==> config.mk <==
export PLATFORM = sky130hd
export DESIGN_NAME = syn_down_counter_nbit
export DESIGN_NICKNAME = d
export VERILOG_FILES = /design/src/rtl/syn_down_counter_nbit.sv
export SDC_FILE = /design/constraint.sdc
export NUM_CORES = 1
export LEC_CHECK = 0
export BUFFER_PORTS_ARGS = -buffer_cell sky130_fd_sc_hd__buf_4
export CORE_AREA = 5 5 42 44
export CTS_CLUSTER_DIAMETER = 80
export DETAILED_ROUTE_END_ITERATION = 7
export DIE_AREA = 0 0 47 49
export GPL_ROUTABILITY_DRIVEN = 0
export PLACE_DENSITY_LB_ADDON = 0.12
export SLEW_MARGIN = 20
export SYNTH_ARGS = -nofsm -noshare
export SYNTH_HDL_FRONTEND = slang
export SYNTH_SLANG_ARGS = --single-unit
==> constraint.sdc <==
create_clock -name clk -period 2.15 [get_ports clk]
set_clock_uncertainty 0.15 [all_clocks]
set_input_delay 0.1075 -clock clk [delete_from_list [all_inputs] [get_ports clk]]
set_output_delay 0.1075 -clock clk [all_outputs]
set_load 0.1 [all_outputs]
==> src/rtl/syn_down_counter_nbit.sv <==
// Synchronous N-bit loadable down counter with terminal-count pulse and optional auto-reload.
// Define DOWN_CNT_PRESCALE_EN to add a prescaler so that only every PRESCALE-th enabled cycle acts.
module syn_down_counter_nbit #(
  parameter int N        = 4,
  parameter int PRESCALE = 4
) (
  input  logic         clk,
  input  logic         reset,
  input  logic         en,
  input  logic         load,
  input  logic [N-1:0] load_val,
  input  logic         auto_reload,
  output logic [N-1:0] Q,
  output logic         tc,
  output logic         busy
);

  typedef enum logic {IDLE, COUNT} state_t;

  state_t       state_q, state_d;
  logic [N-1:0] q_q, q_d;
  logic [N-1:0] reload_q, reload_d;
  logic         tc_q, tc_d;
  logic         tick;

  if (N < 2 || PRESCALE < 1) begin : g_bad_param
    $error("syn_down_counter_nbit: requires N >= 2 and PRESCALE >= 1");
  end

`ifdef DOWN_CNT_PRESCALE_EN
  localparam int PS_W = (PRESCALE > 1) ? $clog2(PRESCALE) : 1;
  localparam logic [PS_W-1:0] PS_LAST = PS_W'(PRESCALE - 1);

  logic [PS_W-1:0] ps_q, ps_d;

  // The prescaler wraps on its own last count, which coincides with every
  // decrement and with every terminal event, so those clears come for free.
  always_comb begin
    ps_d = ps_q;
    tick = (ps_q == PS_LAST);
    if (load) begin
      ps_d = '0;
    end else if (state_q == COUNT && en) begin
      ps_d = tick ? '0 : ps_q + 1'b1;
    end
  end

  always_ff @(posedge clk) begin
    if (reset) ps_q <= '0;
    else       ps_q <= ps_d;
  end
`else
  always_comb tick = 1'b1;
`endif

  always_comb begin
    q_d      = q_q;
    reload_d = reload_q;
    state_d  = state_q;
    tc_d     = 1'b0;
    if (load) begin
      q_d      = load_val;
      reload_d = load_val;
      state_d  = COUNT;
    end else if (state_q == COUNT && en && tick) begin
      if (q_q == '0) begin
        tc_d = 1'b1;
        if (auto_reload) q_d     = reload_q;
        else             state_d = IDLE;
      end else begin
        q_d = q_q - 1'b1;
      end
    end
  end

  always_ff @(posedge clk) begin
    if (reset) begin
      q_q      <= '0;
      reload_q <= '0;
      tc_q     <= 1'b0;
      state_q  <= IDLE;
    end else begin
      q_q      <= q_d;
      reload_q <= reload_d;
      tc_q     <= tc_d;
      state_q  <= state_d;
    end
  end

  assign Q    = q_q;
  assign tc   = tc_q;
  assign busy = (state_q == COUNT);

endmodule

# After elaboration in Yosys (flattened, before gate mapping)
# Index checks and enable logic that the tools add are counted.
[word_totals]
latch_bits = 0
memories = 0
ramBits = 0
romBits = 0
wordCells = 24
regBits = 10
[classes]
n_mul = 0
bitwise_logic = 1
n_addsub = 1
n_reduce_logical = 7
magnitude_cmp = 0
eq_ne = 2
n_mux = 9
n_div = 0
n_shift = 0
[op_table]
columns = ["operator", "n"]
rows = [
  ["two-way mux 4 bit", 4],
  ["two-way mux 1 bit", 5],
  ["logical NOT 4 bit", 1],
  ["nonzero test 2 bit", 2],
  ["subtractor 4 x 1 -> 4 bit, second input constant", 1],
  ["inequality test 3 bit, second input constant", 1],
  ["AND reduction 3 bit", 1],
  ["OR reduction 3 bit", 1],
  ["inequality test 2 bit, second input constant", 1],
  ["AND reduction 2 bit", 1],
  ["logical AND 1 bit", 1],
  ["NOT 1 bit", 1],
]

# Logic depth before layout (Yosys ltp)
[logic_depth]
depth_word = 4
mapped_depth = 7

# Worst setup path after synthesis
# No wires, ideal clock.
[synth_timing]
path_kind = "reg2reg"
start = "register q_q[0], in the netlist Q[0]"
end = "register q_q[0], in the netlist Q[0]"
n_path_buf = 1
t_required_ns = 1.914
setup_ns = 0.086
slack_ns = -0.275
period_less_slack_ns = 2.425
path_stages_with_launch = 8
arrival_time_ns = 2.188
cell_sequence = "dfxtp_1 > inv_1 > ha_1 > or3b_1 > buf_2 > nor2_1 > a211o_1 > a221oi_2"
[synth_between]
elab_chain_cells = 4
elab_cells_between_ends = 7
classes_between = "add/sub: 1; eq/ne: 1; mux: 3; reduce/logical: 2"
[synth_rtl]
columns = ["item", "line_no", "rtl"]
rows = [
  ["from (decl)", "21", "logic [N-1:0] q_q, q_d;"],
  ["from (signal assigned)", "83", "q_q <= q_d;"],
  ["subtractor 4 x 1 -> 4 bit or logical NOT 4 bit (tied branches)", "71, 66", ""],
  ["two-way mux 4 bit", "66", "if (q_q == '0) begin"],
  ["two-way mux 4 bit", "65", "end else if (state_q == COUNT && en && tick) begin"],
  ["two-way mux 4 bit", "61", "if (load) begin"],
]
# Parallel ways exist; a longest one is shown, timed or not. The select of a mux whose other input is x is not followed.
# A chain may end at the register's enable or synchronous reset.

# Worst setup path after layout
# Same ends and word-level chain as after synthesis.

==> insert_results.sql <==
INSERT INTO impl_metrics (metric_group, metric, value, unit) VALUES
('outcome', 'run_status', 'finished clean', ''),
('layout', 'n_antenna_cell', '0', ''),
('placement', 'buffer_ports.inserted', '14', ''),
('layout', 'layout_commonest_cell', 'sky130_fd_sc_hd__buf_4', ''),
('floorplanning', 'fp.dieH', '49', 'µm'),
('global_routing', 'groute.usage.overall', '0.106', ''),
('timing', 'sum_of_negative_setup_slack', '0', 'ns'),
('logic_synthesis', 'synthesis.area', '497', 'µm²'),
('cts', 'cts_tree', 'built', ''),
('logic_synthesis', 'ys_types', '22', ''),
('floorplanning', 'rows', '14', ''),
('worst_setup_path', 'crit_path_cell_trace', 'inv_1 > ha_1 > or3b_1 > a211o_1 > a221oi_2', ''),
('cts', 'insertion_delay_to_the_later_sink_of_the_worst_skew_pair', '0.26', 'ns'),
('drt', 'drt_first_pass_iters', '4', ''),
('drt', 'avgRoutedWirePerCell', '11.7', 'µm'),
('drt', 'detailedRoute.firstIterationViolations', '7', ''),
('drt', 'vias', '473', ''),
('worst_setup_path', 'setup.reg_to_reg.worst_slack', '0.26', 'ns'),
('hold_path', 'timing.hold.worst_endpoint', 'tc', ''),
('drt', 'routed_wirelength', '1090', 'µm'),
('global_routing', 'grt_pass1_vias', '404', ''),
('timing', 'timing_worst_slew_pin_value', '0.377', 'ns'),
('logic_synthesis', 'async_s_r_ff_share_synth', '0', ''),
('power', 'peakVddDrop', '0.368', 'mV'),
('worst_setup_path', 'critPathCaptureType', 'flop', ''),
('timing', 'maxClockFrequency', '529', 'MHz'),
('global_routing', 'grt_antenna_before_repair', '0', ''),
('floorplanning', 'die_x', '47', 'µm'),
('worst_setup_path', 'critical_path_buf_inv_count', '1', ''),
('hold_path', 'holdCritPathClass', 'in -> reg', ''),
('worst_setup_path', 'timing_worst_setup_path_type', 'reg -> reg', ''),
('logic_synthesis', 'ys_seq_area_frac', '0.403', ''),
('cts', 'cts_buffer_depth', '2', ''),
('timing', 'slew_margin_rel', '0.748', ''),
('drt', 'drc', '0', ''),
('floorplanning', 'core_region_area', '0.00140', 'mm²'),
('layout', 'mostFrequentLayoutCells', '14 x sky130_fd_sc_hd__buf_4, 9 x sky130_fd_sc_hd__nor2_1, 8 x sky130_fd_sc_hd__dfxtp_1, 7 x sky130_fd_sc_hd__a21oi_1, 6 x sky130_fd_sc_hd__dlygate4sd3_1', ''),
('global_routing', 'gr_overflow_total', '0', ''),
('worst_setup_path', 'cp_data_required_time', '2.17', 'ns'),
('cts', 'cts_max_level', '1', ''),
('drt', 'viasPerCell', '5.09', ''),
('logic_synthesis', 'synthTopCellsByArea', 'sky130_fd_sc_hd__dfxtp_1 40%, sky130_fd_sc_hd__mux2i_1 10%, sky130_fd_sc_hd__a21oi_1 7.1%, sky130_fd_sc_hd__nor2_1 6.8%, sky130_fd_sc_hd__a221oi_2 6.0%', ''),
('cts', 'clockRootBuffer', 'sky130_fd_sc_hd__clkbuf_4', ''),
('cts', 'cts.sinks', '10', ''),
('logic_synthesis', 'postSynth.topFlopCell', 'sky130_fd_sc_hd__dfxtp_1', ''),
('floorplanning', 'initial_utilization', '0.354', ''),
('layout', 'design.final.nets', '88', ''),
('worst_setup_path', 'start_kind', 'flop', ''),
('worst_setup_path', 'worstRegToRegCells', '5', ''),
('timing', 'rsz0062_at_grt', 'false', ''),
('hold_path', 'holdPathStages', '2', ''),
('layout', 'fraction_of_final_layout_cells_with_drive_strength_greater_than_1', '0.299', ''),
('floorplanning', 'overall_die_area', '0.00230', 'mm²'),
('timing', 'final.period_utilization', '0.879', ''),
('worst_setup_path', 'rr_endpoint', 'Q[0]', ''),
('global_routing', 'grt_pass1_wl', '1790', 'µm'),
('drt', 'antenna_violating_nets_post_route', '0', ''),
('floorplanning', 'ios', '15', ''),
('logic_synthesis', 'syn-num-nets', '66', ''),
('cts', 'cts_buffers', '3', ''),
('cts', 'post_cts.repair.setup_buffers', '0', ''),
('timing', 'period_minus_slack', '1.89', 'ns'),
('worst_setup_path', 'timing.critical_path.fanout_max', '6', ''),
('worst_setup_path', 'worstPathArrival', '1.91', 'ns'),
('worst_setup_path', 'max_stage_delay', '0.46', 'ns'),
('power', 'leakagePower', '0.313', 'nW'),
('worst_setup_path', 'critPathTopFamily', 'compound AO/OA/AOI/OAI gates', ''),
('layout', 'layoutNonFillerInstCount', '93', ''),
('layout', 'area_growth', '42.6', '%'),
('logic_synthesis', 'post-synth-top-area-cell', 'sky130_fd_sc_hd__dfxtp_1', ''),
('layout', 'num-fill-cells', '145', '');
[per-stage QoR]
stage | hold slack (ns) | worst slack (ns) | cell area (µm²) | utilization | total power, W
after floorplan | 0.0860 | 0.0677 | 499 | - | 0.000374
after CTS | 0.0110 | 0.259 | 708 | 0.505 | 0.000594
final | 0.0147 | 0.261 | 708 | 0.505 | 0.000590
after global routing | 0.0153 | 0.151 | 708 | 0.505 | 0.000624
after detailed placement | 0.214 | 0.274 | 612 | 0.437 | 0.000416
after global placement | 0.203 | 0.292 | 612 | 0.437 | 0.000416
[power breakdown]
group | switching [W] | total [W] | internal, W
logic | 0.000134 | 0.000205 | 0.0000706
registers | 0.0000135 | 0.000214 | 0.000201
clock network | 0.0000682 | 0.000171 | 0.000103
total | 0.000216 | 0.000590 | 0.000374
[how the worst max path moves through the flow]
stage / slack (ns) / start / end / depth (start not counted)
final: 0.26 / Q[0] / Q[0] / 5
after global routing: 0.15 / Q[0] / Q[0] / 5
after CTS: 0.26 / Q[0] / Q[1] / 5
after detailed placement: 0.27 / Q[0] / Q[1] / 5
after global placement: 0.29 / Q[0] / Q[0] / 5
after floorplan: 0.07 / Q[3] / Q[0] / 5
[worst register-to-register path: stages, from the launching register on]
cell                       delay (ns)
sky130_fd_sc_hd__dfxtp_2         0.34
sky130_fd_sc_hd__inv_1           0.09
sky130_fd_sc_hd__ha_1            0.22
sky130_fd_sc_hd__or3b_1          0.46
sky130_fd_sc_hd__a211o_1         0.33
sky130_fd_sc_hd__a221oi_2        0.21
[layer usage]
layer  up-vias  routed length (µm)  global-route usage  share of wire
met5         -                   0                   0              0
met4         0                  13              0.0553          0.012
met3         2                  86              0.0443          0.079
met2        14                 420               0.136           0.38
met1       214                 572               0.148           0.52
li1        243                   -                   -              -
[kinds of logic (layout without fill, tap and decap cells)]
logic type,after synthesis,in the layout,synth area share
AO/OA/AOI/OAI,16,16,0.244
adder cells (fa/ha/maj),1,1,0.0252
AND/OR/NAND/NOR,19,19,0.186
flip-flops,10,10,0.403
multiplexers,5,5,0.101
buffers and inverters,5,26,0.0403
[area by class of cell]
| cell class | instances | area (µm²) | share of cell area |
|---|---|---|---|
| Multi-Input combinational cell | 41 | 277 | 0.390 |
| Inverter | 2 | 7.51 | 0.0106 |
| Sequential cell | 10 | 203 | 0.286 |
| Timing Repair Buffer | 20 | 165 | 0.233 |
| Clock buffer | 4 | 36.3 | 0.0512 |
| Tap cell | 16 | 20.0 | 0.0283 |
[flip-flops by register name, summed over array words and instances (netlist names)]
name	flops
Q	4
reload_q	4
tc	1
busy	1
[synthesized netlist by cell type, types with 2 or more instances]
master	n
sky130_fd_sc_hd__clkbuf_1	2
sky130_fd_sc_hd__nand2_1	3
sky130_fd_sc_hd__mux2i_1	5
sky130_fd_sc_hd__a211o_1	2
sky130_fd_sc_hd__dfxtp_1	10
sky130_fd_sc_hd__a221oi_2	2
sky130_fd_sc_hd__nor2_1	9
sky130_fd_sc_hd__a21oi_1	7
sky130_fd_sc_hd__nand2b_1	2
sky130_fd_sc_hd__inv_1	2
No activity file was read; power rests on OpenSTA's default activity.
